### src/rtl/softmax_pkg.sv
// Shared state encoding and default widths for the softmax normalization stage.
package softmax_pkg;

    localparam int unsigned DATA_WIDTH = 16;
    localparam int unsigned SUM_WIDTH  = 32;
    localparam int unsigned FRAC_BITS  = 15;
    localparam int unsigned ONE_Q      = 32'd1 << FRAC_BITS;

    typedef enum logic [2:0] {
        IDLE    = 3'd0,
        LOAD    = 3'd1,
        FETCH   = 3'd2,
        WAIT_RD = 3'd3,
        DIVIDE  = 3'd4,
        OUTPUT  = 3'd5,
        DONE    = 3'd6
    } norm_state_e;

endpackage

### src/rtl/softmax_normalizer_if.sv
// Sum input, exp-buffer read port, probability stream and status of the normalizer.
interface softmax_normalizer_if #(
    parameter int unsigned DATA_WIDTH = softmax_pkg::DATA_WIDTH,
    parameter int unsigned SUM_WIDTH  = softmax_pkg::SUM_WIDTH,
    parameter int unsigned ADDR_WIDTH = 16
);
    logic                  sum_valid;
    logic [SUM_WIDTH-1:0]  sum_in;
    logic                  rd_en;
    logic [ADDR_WIDTH-1:0] rd_addr;
    logic [DATA_WIDTH-1:0] rd_data;
    logic                  out_valid;
    logic                  out_ready;
    logic [DATA_WIDTH-1:0] out_data;
    logic                  out_last;
    logic                  busy;
    logic                  done;
    logic                  div_zero;

    modport master (
        input  sum_valid, sum_in, rd_data, out_ready,
        output rd_en, rd_addr, out_valid, out_data, out_last, busy, done, div_zero
    );

    modport slave (
        output sum_valid, sum_in, rd_data, out_ready,
        input  rd_en, rd_addr, out_valid, out_data, out_last, busy, done, div_zero
    );
endinterface

### src/rtl/softmax_normalizer_serial_divider.sv
// Restoring divider: the first quotient bit is produced on the start cycle, one more per cycle after.
module serial_divider #(
    parameter int unsigned DIVIDEND_WIDTH = 31,
    parameter int unsigned DIVISOR_WIDTH  = 32
) (
    input  logic                      clk,
    input  logic                      rst,
    input  logic                      start,
    input  logic [DIVIDEND_WIDTH-1:0] dividend,
    input  logic [DIVISOR_WIDTH-1:0]  divisor,
    output logic                      busy,
    output logic                      done,
    output logic [DIVIDEND_WIDTH-1:0] quotient,
    output logic [DIVISOR_WIDTH:0]    remainder
);
    localparam int unsigned CNT_WIDTH = $clog2(DIVIDEND_WIDTH + 1);

    logic [CNT_WIDTH-1:0]      cnt_q;
    logic [DIVISOR_WIDTH-1:0]  rem_src;
    logic [DIVISOR_WIDTH:0]    trial;
    logic [DIVISOR_WIDTH:0]    rem_nxt;
    logic [DIVIDEND_WIDTH-1:0] quo_src;
    logic [DIVIDEND_WIDTH-1:0] quo_nxt;
    logic                      fits;

    // One shift/compare/subtract step; the quotient register doubles as the dividend shifter.
    always_comb begin
        rem_src = start ? '0 : remainder[DIVISOR_WIDTH-1:0];
        quo_src = start ? dividend : quotient;
        trial   = {rem_src, quo_src[DIVIDEND_WIDTH-1]};
        fits    = (trial >= {1'b0, divisor});
        rem_nxt = fits ? (trial - {1'b0, divisor}) : trial;
        quo_nxt = {quo_src[DIVIDEND_WIDTH-2:0], fits};
    end

    always_ff @(posedge clk or posedge rst) begin
        if (rst) begin
            busy      <= 1'b0;
            done      <= 1'b0;
            cnt_q     <= '0;
            quotient  <= '0;
            remainder <= '0;
        end else begin
            done <= 1'b0;
            if (start || busy) begin
                quotient  <= quo_nxt;
                remainder <= rem_nxt;
            end
            if (start) begin
                cnt_q <= CNT_WIDTH'(DIVIDEND_WIDTH - 1);
                busy  <= 1'b1;
            end else if (busy) begin
                cnt_q <= cnt_q - CNT_WIDTH'(1);
                if (cnt_q == CNT_WIDTH'(1)) begin
                    busy <= 1'b0;
                    done <= 1'b1;
                end
            end
        end
    end
endmodule

### src/rtl/softmax_normalizer.sv
// Divides each buffered exponent by the captured sum and streams Q1.FRAC_BITS probabilities.
// Optional SOFTMAX_NORM_ROUND_EN: round-half-up quotient at the cost of one extra DIVIDE cycle.
module softmax_normalizer #(
    parameter int unsigned DATA_WIDTH = softmax_pkg::DATA_WIDTH,
    parameter int unsigned SUM_WIDTH  = softmax_pkg::SUM_WIDTH,
    parameter int unsigned IFM_SIZE   = 1000,
    parameter int unsigned FRAC_BITS  = softmax_pkg::FRAC_BITS,
    parameter int unsigned ADDR_WIDTH = 16
) (
    input  logic                 clk,
    input  logic                 rst,
    softmax_normalizer_if.master bus
);
    import softmax_pkg::*;

    localparam int unsigned QUO_WIDTH = DATA_WIDTH + FRAC_BITS;
    localparam logic [ADDR_WIDTH-1:0] LAST_IDX = ADDR_WIDTH'(IFM_SIZE - 1);

    norm_state_e           state_q, state_d;
    logic [ADDR_WIDTH-1:0] cnt_q, cnt_d;
    logic [SUM_WIDTH-1:0]  sum_q, sum_d;
    logic                  div_zero_q, div_zero_d;
    logic                  rd_en_q, rd_en_d;
    logic [ADDR_WIDTH-1:0] rd_addr_q, rd_addr_d;
    logic                  out_valid_q, out_valid_d;
    logic [DATA_WIDTH-1:0] out_data_q, out_data_d;
    logic                  out_last_q, out_last_d;
    logic                  busy_q, busy_d;
    logic                  done_q, done_d;
    logic                  div_start_c;
    logic                  div_busy;
    logic                  div_done;
    logic [QUO_WIDTH-1:0]  div_quo;
    logic [SUM_WIDTH:0]    div_rem;
    logic                  last_c;

    function automatic logic [DATA_WIDTH-1:0] saturate(input logic [QUO_WIDTH:0] q);
        if (|q[QUO_WIDTH:DATA_WIDTH]) return '1;
        return q[DATA_WIDTH-1:0];
    endfunction

    assign last_c = (cnt_q == LAST_IDX);

    serial_divider #(
        .DIVIDEND_WIDTH (QUO_WIDTH),
        .DIVISOR_WIDTH  (SUM_WIDTH)
    ) u_divider (
        .clk       (clk),
        .rst       (rst),
        .start     (div_start_c),
        .dividend  ({bus.rd_data, {FRAC_BITS{1'b0}}}),
        .divisor   (sum_q),
        .busy      (div_busy),
        .done      (div_done),
        .quotient  (div_quo),
        .remainder (div_rem)
    );

`ifdef SOFTMAX_NORM_ROUND_EN
    logic [QUO_WIDTH:0] rnd_q, rnd_d;
    logic               rnd_pend_q, rnd_pend_d;
    logic               unused_div;
    assign unused_div = &{1'b0, div_busy};

    always_ff @(posedge clk or posedge rst) begin
        if (rst) begin
            rnd_q      <= '0;
            rnd_pend_q <= 1'b0;
        end else begin
            rnd_q      <= rnd_d;
            rnd_pend_q <= rnd_pend_d;
        end
    end
`else
    logic unused_div;
    assign unused_div = &{1'b0, div_busy, div_rem};
`endif

    // Next-state and next-output decode; outputs are flopped so they track the state register.
    always_comb begin
        state_d     = state_q;
        cnt_d       = cnt_q;
        sum_d       = sum_q;
        div_zero_d  = div_zero_q;
        rd_en_d     = 1'b0;
        rd_addr_d   = rd_addr_q;
        out_valid_d = out_valid_q;
        out_data_d  = out_data_q;
        out_last_d  = out_last_q;
        busy_d      = busy_q;
        done_d      = 1'b0;
        div_start_c = 1'b0;
`ifdef SOFTMAX_NORM_ROUND_EN
        rnd_d       = rnd_q;
        rnd_pend_d  = rnd_pend_q;
`endif
        unique case (state_q)
            IDLE: begin
                if (bus.sum_valid) begin
                    state_d    = LOAD;
                    sum_d      = bus.sum_in;
                    div_zero_d = (bus.sum_in == '0);
                    busy_d     = 1'b1;
                end
            end
            LOAD: begin
                cnt_d     = '0;
                rd_en_d   = 1'b1;
                rd_addr_d = '0;
                state_d   = FETCH;
            end
            FETCH: state_d = WAIT_RD;
            WAIT_RD: begin
                if (div_zero_q) begin
                    state_d     = OUTPUT;
                    out_valid_d = 1'b1;
                    out_data_d  = '0;
                    out_last_d  = last_c;
                end else begin
                    div_start_c = 1'b1;
                    state_d     = DIVIDE;
                end
            end
            DIVIDE: begin
`ifdef SOFTMAX_NORM_ROUND_EN
                if (rnd_pend_q) begin
                    rnd_pend_d  = 1'b0;
                    state_d     = OUTPUT;
                    out_valid_d = 1'b1;
                    out_data_d  = saturate(rnd_q);
                    out_last_d  = last_c;
                end else if (div_done) begin
                    // Half rounds up: bump when 2*remainder >= divisor.
                    rnd_d      = {1'b0, div_quo} +
                                 (QUO_WIDTH + 1)'({div_rem, 1'b0} >= {2'b00, sum_q});
                    rnd_pend_d = 1'b1;
                end
`else
                if (div_done) begin
                    state_d     = OUTPUT;
                    out_valid_d = 1'b1;
                    out_data_d  = saturate({1'b0, div_quo});
                    out_last_d  = last_c;
                end
`endif
            end
            OUTPUT: begin
                if (bus.out_ready) begin
                    out_valid_d = 1'b0;
                    out_last_d  = 1'b0;
                    if (last_c) begin
                        state_d = DONE;
                        busy_d  = 1'b0;
                        done_d  = 1'b1;
                    end else begin
                        cnt_d     = cnt_q + ADDR_WIDTH'(1);
                        rd_en_d   = 1'b1;
                        rd_addr_d = cnt_q + ADDR_WIDTH'(1);
                        state_d   = FETCH;
                    end
                end
            end
            DONE:    state_d = IDLE;
            default: state_d = IDLE;
        endcase
    end

    always_ff @(posedge clk or posedge rst) begin
        if (rst) begin
            state_q     <= IDLE;
            cnt_q       <= '0;
            sum_q       <= '0;
            div_zero_q  <= 1'b0;
            rd_en_q     <= 1'b0;
            rd_addr_q   <= '0;
            out_valid_q <= 1'b0;
            out_data_q  <= '0;
            out_last_q  <= 1'b0;
            busy_q      <= 1'b0;
            done_q      <= 1'b0;
        end else begin
            state_q     <= state_d;
            cnt_q       <= cnt_d;
            sum_q       <= sum_d;
            div_zero_q  <= div_zero_d;
            rd_en_q     <= rd_en_d;
            rd_addr_q   <= rd_addr_d;
            out_valid_q <= out_valid_d;
            out_data_q  <= out_data_d;
            out_last_q  <= out_last_d;
            busy_q      <= busy_d;
            done_q      <= done_d;
        end
    end

    assign bus.rd_en     = rd_en_q;
    assign bus.rd_addr   = rd_addr_q;
    assign bus.out_valid = out_valid_q;
    assign bus.out_data  = out_data_q;
    assign bus.out_last  = out_last_q;
    assign bus.busy      = busy_q;
    assign bus.done      = done_q;
    assign bus.div_zero  = div_zero_q;
endmodule

### src/flat_wrapper.sv
// flat-port wrapper written by rule: the top's interface ports become plain ports
module softmax_normalizer_flat import softmax_pkg::*;
#(
    parameter int unsigned DATA_WIDTH = softmax_pkg::DATA_WIDTH,
    parameter int unsigned SUM_WIDTH  = softmax_pkg::SUM_WIDTH,
    parameter int unsigned IFM_SIZE   = 1000,
    parameter int unsigned FRAC_BITS  = softmax_pkg::FRAC_BITS,
    parameter int unsigned ADDR_WIDTH = 16
)
  (clk, rst, bus_sum_valid, bus_sum_in, bus_rd_data, bus_out_ready, bus_rd_en, bus_rd_addr, bus_out_valid, bus_out_data, bus_out_last, bus_busy, bus_done, bus_div_zero);
  softmax_normalizer_if #(.DATA_WIDTH(DATA_WIDTH), .SUM_WIDTH(SUM_WIDTH), .ADDR_WIDTH(ADDR_WIDTH)) bus_i ();
  input  logic clk;
  input  logic rst;
  input wire logic [$bits(bus_i.sum_valid)-1:0] bus_sum_valid;
  input wire logic [$bits(bus_i.sum_in)-1:0] bus_sum_in;
  input wire logic [$bits(bus_i.rd_data)-1:0] bus_rd_data;
  input wire logic [$bits(bus_i.out_ready)-1:0] bus_out_ready;
  output wire logic [$bits(bus_i.rd_en)-1:0] bus_rd_en;
  output wire logic [$bits(bus_i.rd_addr)-1:0] bus_rd_addr;
  output wire logic [$bits(bus_i.out_valid)-1:0] bus_out_valid;
  output wire logic [$bits(bus_i.out_data)-1:0] bus_out_data;
  output wire logic [$bits(bus_i.out_last)-1:0] bus_out_last;
  output wire logic [$bits(bus_i.busy)-1:0] bus_busy;
  output wire logic [$bits(bus_i.done)-1:0] bus_done;
  output wire logic [$bits(bus_i.div_zero)-1:0] bus_div_zero;
  assign bus_i.sum_valid = bus_sum_valid;
  assign bus_i.sum_in = bus_sum_in;
  assign bus_i.rd_data = bus_rd_data;
  assign bus_i.out_ready = bus_out_ready;
  assign bus_rd_en = bus_i.rd_en;
  assign bus_rd_addr = bus_i.rd_addr;
  assign bus_out_valid = bus_i.out_valid;
  assign bus_out_data = bus_i.out_data;
  assign bus_out_last = bus_i.out_last;
  assign bus_busy = bus_i.busy;
  assign bus_done = bus_i.done;
  assign bus_div_zero = bus_i.div_zero;
  softmax_normalizer #(.DATA_WIDTH(DATA_WIDTH), .SUM_WIDTH(SUM_WIDTH), .IFM_SIZE(IFM_SIZE), .FRAC_BITS(FRAC_BITS), .ADDR_WIDTH(ADDR_WIDTH)) u_core (.clk(clk), .rst(rst), .bus(bus_i));
endmodule
### config.mk
export PLATFORM = sky130hd
export DESIGN_NAME = softmax_normalizer_flat
export DESIGN_NICKNAME = d
export VERILOG_FILES = /design/src/rtl/softmax_pkg.sv /design/src/rtl/softmax_normalizer_if.sv /design/src/rtl/softmax_normalizer_serial_divider.sv /design/src/rtl/softmax_normalizer.sv /design/src/flat_wrapper.sv
export SDC_FILE = /design/constraint.sdc
export NUM_CORES = 1
export LEC_CHECK = 0
export ABC_AREA = 1
export BUFFER_PORTS_ARGS = -buffer_cell sky130_fd_sc_hd__buf_2
export CELL_PAD_IN_SITES_DETAIL_PLACEMENT = 1
export CELL_PAD_IN_SITES_GLOBAL_PLACEMENT = 2
export CORE_MARGIN = 5
export CORE_UTILIZATION = 30
export DETAILED_ROUTE_END_ITERATION = 10
export PLACE_DENSITY_LB_ADDON = 0.12
export SYNTH_ARGS = -nofsm -noshare
export SYNTH_HDL_FRONTEND = slang
export SYNTH_HIERARCHICAL = 1
export SYNTH_SLANG_ARGS = --single-unit
### constraint.sdc
create_clock -name clk -period 3.12 [get_ports clk]
set_clock_uncertainty 0.15 [all_clocks]
set_input_delay 0.78 -clock clk [delete_from_list [all_inputs] [get_ports clk]]
set_output_delay 0.78 -clock clk [all_outputs]
set_load 0.01 [all_outputs]
## Word level (Yosys, flattened, before mapping)

Index checks and enable logic that the tools add are counted.

| storage, ports and cells | value |
|---|---|
| bits in registers | 143 |
| input port bits | 52 |
| output and inout port bits | 38 |
| word-level logic and storage cells | 94 |

| operators by class | value |
|---|---|
| add/subtract/negate cells | 3 |
| magnitude comparators | 1 |
| eq/ne operators | 13 |
| multiplexer cells | 47 |
| reductions and logical operators | 15 |

Operators with widths:

| operator | count |
|---|---|
| 16-bit 2-to-1 mux | 6 |
| 32-bit 2-to-1 mux | 2 |
| 16-bit one-hot mux with 2 select lines | 2 |
| 33-bit by 32-bit greater-or-equal comparator with 1-bit output | 1 |
| 32-bit logical NOT | 1 |
| 32-bit subtractor | 1 |
| 31-bit 2-to-1 mux | 1 |
| 1-bit 2-to-1 mux | 25 |
| 3-bit one-hot mux with 6 select lines | 1 |
| 16-bit by 1-bit adder with 16-bit output (second input constant) | 1 |
| 16-bit by 10-bit == test with 1-bit output (second input constant) | 1 |
| 15-bit OR reduction | 1 |
| 3-bit 2-to-1 mux | 4 |
| 5-bit 2-to-1 mux | 2 |
| 3-bit AND reduction | 3 |
| 2-bit != test (second input constant) | 4 |
| 4-bit AND reduction | 2 |
| 2-bit nonzero test | 4 |
| 3-bit by 2-bit == test with 1-bit output (second input constant) | 2 |
| 3-bit == test (second input constant) | 2 |
| 1-bit one-hot mux with 3 select lines | 2 |
| 5-bit by 1-bit == test with 1-bit output (second input constant) | 1 |
| 5-bit by 1-bit subtractor with 5-bit output (second input constant) | 1 |
| 2-bit by 1-bit != test with 1-bit output (second input constant) | 2 |
| other kinds (6) | 7 |

## Logic depth before layout (Yosys ltp)

| depth | value |
|---|---|
| depth in word-level cells | 7 |
| mapped depth | 22 |
| gate-level depth less buffers | 22 |

## Cells and area by module

The synthesis kept the hierarchy.

By module, submodules not included:

| module | times used | cells an instance | area each (sq um) | sequential area each (sq um) |
|---|---|---|---|---|
| serial_divider | 1 | 1,055 | 6,314.8 | 1,776.7 |
| softmax_normalizer | 1 | 487 | 3,652.3 | 1,826.8 |

## Least setup slack after synthesis

OpenSTA, ideal clock, no wires.

| timing path | value |
|---|---|
| kind | flip-flop to flip-flop |
| start | reg u_core.state_q[2] |
| end | reg u_core.u_divider.remainder[20] |
| setup time | 0.117 ns |
| arrival | 2.808 ns |
| required time | 2.853 ns |
| slack | 0.046 ns |
| cell stages (with the launch flop) | 23 |
| path buffers | 3 |
| period minus slack after synthesis | 3.074 ns |
| cells stage by stage | dfrtp_1 inv_1 nand3_1 nor2_1 buf_2 buf_1 nor2_1 ha_1 nand2_1 inv_2 nand2_1 nand2_1 inv_2 nand3_2 nand2_1 nand2_2 nand2_2 nand3_4 buf_6 nand2_1 nand2_1 nand2_1 nand2_1 |

| between the ends | value |
|---|---|
| word-level cells in the longest chain between the ends | 5 |
| elaborated cells on any way between the ends | 8 |
| classes of those cells | add/sub (1); order compare (1); eq/ne (1); mux (4); reduce/logical (1) |

RTL lines:

| element | line | text |
|---|---|---|
| start, declared | softmax_normalizer.sv:19 | `norm_state_e state_q, state_d;` |
| start signal, assigned | softmax_normalizer.sv:182 | `state_q <= state_d;` |
| 3-bit by 2-bit == test with 1-bit output * | softmax_normalizer.sv:97 | `unique case (state_q)` |
| 1-bit 2-to-1 mux * | softmax_normalizer.sv:97 |  |
| via u_core.div_start_c | softmax_normalizer.sv:30 | `logic div_start_c;` |
| 31-bit 2-to-1 mux or 32-bit 2-to-1 mux (tied branches) | softmax_normalizer_serial_divider.sv:29, softmax_normalizer_serial_divider.sv:28 |  |
| 32-bit subtractor or 33-bit by 32-bit greater-or-equal comparator with 1-bit output (tied branches) | softmax_normalizer_serial_divider.sv:32, softmax_normalizer_serial_divider.sv:31 |  |
| 32-bit 2-to-1 mux | softmax_normalizer_serial_divider.sv:32 | `rem_nxt = fits ? (trial - {1'b0, divisor}) : trial;` |
| end signal, assigned | softmax_normalizer_serial_divider.sv:47 | `remainder <= rem_nxt;` |
| end, declared | softmax_normalizer_serial_divider.sv:14 | `output logic [DIVISOR_WIDTH:0] remainder` |

The timed path passes the listed nets; every way through them passes the cells marked *.
A chain may end at the register's enable or synchronous reset.

## Worst setup path after layout

| timing path | value |
|---|---|
| start | reg u_core.state_q[2] |
| end | reg u_core.u_divider.remainder[3] |

The elaborated chain is that of the path after synthesis.

==> reports/metrics.cfg <==
[final_layout]
final_nets=1813
fin_area_um2=12800
fin_util_pct=39.4
layout.cells.non_filler=2180
syn2layout_area_growth_pct=29.6
layout-drive-gt1-share_pct=21.7
diodes=0

[cts]
cts.sinks=143
clk_pin_slew_ps=70
htree_levels=4
insertion_delay_ps=450
clk_path_buf_depth=2
cts_buffers=17
tritoncts=done
cts-root-buf=clkbuf_16

[pwr]
ir_worst_vdd_mv=0.374
p_per_area_nw_per_um2=317
totalPowerFinal_mw=4.07
p_leak_nw=6.79

[synthesis]
avgSynthCellArea_um2=6.47
synthesis.instances=1528
synth-warning-count=6
synth_area_um2=9890

[placement]
dp_cells=2123
pre_cts_slack_ps=-114
placed_area_um2=11500
port_buffers=89
dpl.hpwl_um=25900
gp_congestion=0.845

[sta]
setup_tns_ps=0
finalCritPeriodShare_pct=96.9
fmax_mhz=331
rsz0062_at_grt=true
setup_violations=0
slew_viol_final=0
slew_headroom_pct=56.2
fin_crit_ps=3020
finalHoldWorstSlack_ps=226
fin_ws_ps=96.6
worstMarginPinSlew_ps=655
timing.final.hold_violations=0

[route]
viasPerCell=4.57
num_vias=9966
routed_wl_um=34800
drt_pre_antenna_iters=4
ant_nets=0
drt-initial-drc-count=501
drc_errors=0
wire_per_inst_um=16.0

[flow_run]
cap_violations=0

[floorplanning]
die_y_um=192
dieArea_um2=36700
ios=90
start_util_pct=30.4
die_width_um=192
core_region_area_um2=32500
num_rows=66

[hold_path]
hp-class=in2async

[setup_path]
r2r_start=u_core/state_q[2]
cp.required_ps=3310
reg2reg_slack_ps=100
critical_path_class=reg2reg
critical_path_buf_inv_count=5
r2r-end=u_core/u_divider/remainder[3]
critPathTopFamily=simple AND/OR/NAND/NOR gates
critPathSlowestCell=dfrtp_1
reg2reg_depth=16
end_kind=flop
cp_cell_sequence=inv_2, nand3_4, nor2_4, buf_12, clkbuf_16, nor2_2, ha_1, buf_4, a21o_1, nand2_1, nand3_2, nor2_4, nand4_4, clkbuf_16, nor2_1, nor2_1
path_max_fanout=7
critical_path.startpoint_type=flop
critical_path.max_stage_delay_ps=400
arrival_ps=3210

[outcome]
outcome=finished, final reports clean

[global_routing]
first_global_vias=10100
grtUsageTotal_pct=18.8
grt_first_pass_wirelength_um=54600
overflow=0
antenna_found_initial=0
grt_max_degree=45

## layout by cell type (no fill, tap or decap), types with 3 or more instances in the layout
cell / n
o21ai_0: 52
inv_6: 7
and2_1: 5
conb_1: 15
o21ai_1: 4
buf_4: 98
nand3_4: 3
nand2_1: 489
nor3_1: 13
o221ai_1: 27
xnor2_1: 15
buf_12: 9
nand3_1: 83
nor2_4: 7
nand3b_1: 3
nor2_1: 139
buf_6: 5
ha_4: 5
nor3_4: 4
buf_2: 89
nor3_2: 3
xor2_1: 4
nand3_2: 4
inv_2: 12
a21oi_1: 17
nand2_2: 42
nand2_4: 4
clkbuf_16: 21
ha_1: 28
nand4_1: 33
inv_1: 280
dfrtp_1: 143
nor2_2: 41
a21oi_2: 6
o211ai_1: 3
## power by group
| part | switching (mW) | leakage [nW] | internal, mW |
|---|---|---|---|
| clock | 0.966 | 0.283 | 1.15 |
| sequential | 0 | 1.76 | 1.85 |
| combinational | 0.0667 | 4.75 | 0.0328 |
## final cells by class
| type | count | area, um2 |
|---|---|---|
| Inverter | 295 | 1110 |
| Clock inverter | 14 | 143 |
| Timing Repair Buffer | 206 | 1530 |
| Multi-Input combinational cell | 1062 | 5460 |
| Fill cell | 4215 | 19700 |
| Clock buffer | 18 | 439 |
| Sequential cell | 143 | 3580 |
| Tap cell | 442 | 553 |
## worst max-delay path by stage
stage          slack, ps                             end              start  cells past startpoint
5_1_grt             -110  u_core/u_divider/remainder[30]  u_core/state_q[1]                     21
4_1_cts                2  u_core/u_divider/remainder[26]  u_core/state_q[2]                     20
2_1_floorplan         50  u_core/u_divider/remainder[20]  u_core/state_q[2]                     22
3_5_place_dp        -110  u_core/u_divider/remainder[27]  u_core/state_q[2]                     19
3_3_place_gp         -80  u_core/u_divider/remainder[28]  u_core/state_q[2]                     18
6_report             100   u_core/u_divider/remainder[3]  u_core/state_q[2]                     16
## registers in the layout, indices dropped and copies added, names as in the netlist
signal,count
u_core/u_divider/remainder,32
u_core/bus.busy,1
u_core/state_q,3
u_core/bus.out_valid,1
u_core/bus.div_zero,1
u_core/bus.rd_addr,16
u_core/bus.done,1
u_core/bus.rd_en,1
u_core/u_divider/busy,1
u_core/u_divider/cnt_q,5
u_core/u_divider/quotient,31
u_core/bus.out_data,16
u_core/bus.out_last,1
u_core/sum_q,32
u_core/u_divider/done,1
## per-layer routing
metal / global-route usage (%) / wire length (um) / vias up
met2: 30.3 / 16200 / 106
met5: 0 / 0 / -
met4: 3.98 / 307 / 0
li1: - / - / 5074
met1: 27.2 / 17600 / 4767
met3: 2.39 / 751 / 19
## timing repair
item,4_1_cts,5_1_grt
hold buffers,0,0
gates resized for setup,16,104
setup endpoints to repair,32,33
pin swaps,1,32
hold endpoints to repair,0,0
cloned,0,5
buffers inserted,1,19
(Power assumes the default switching activity.)
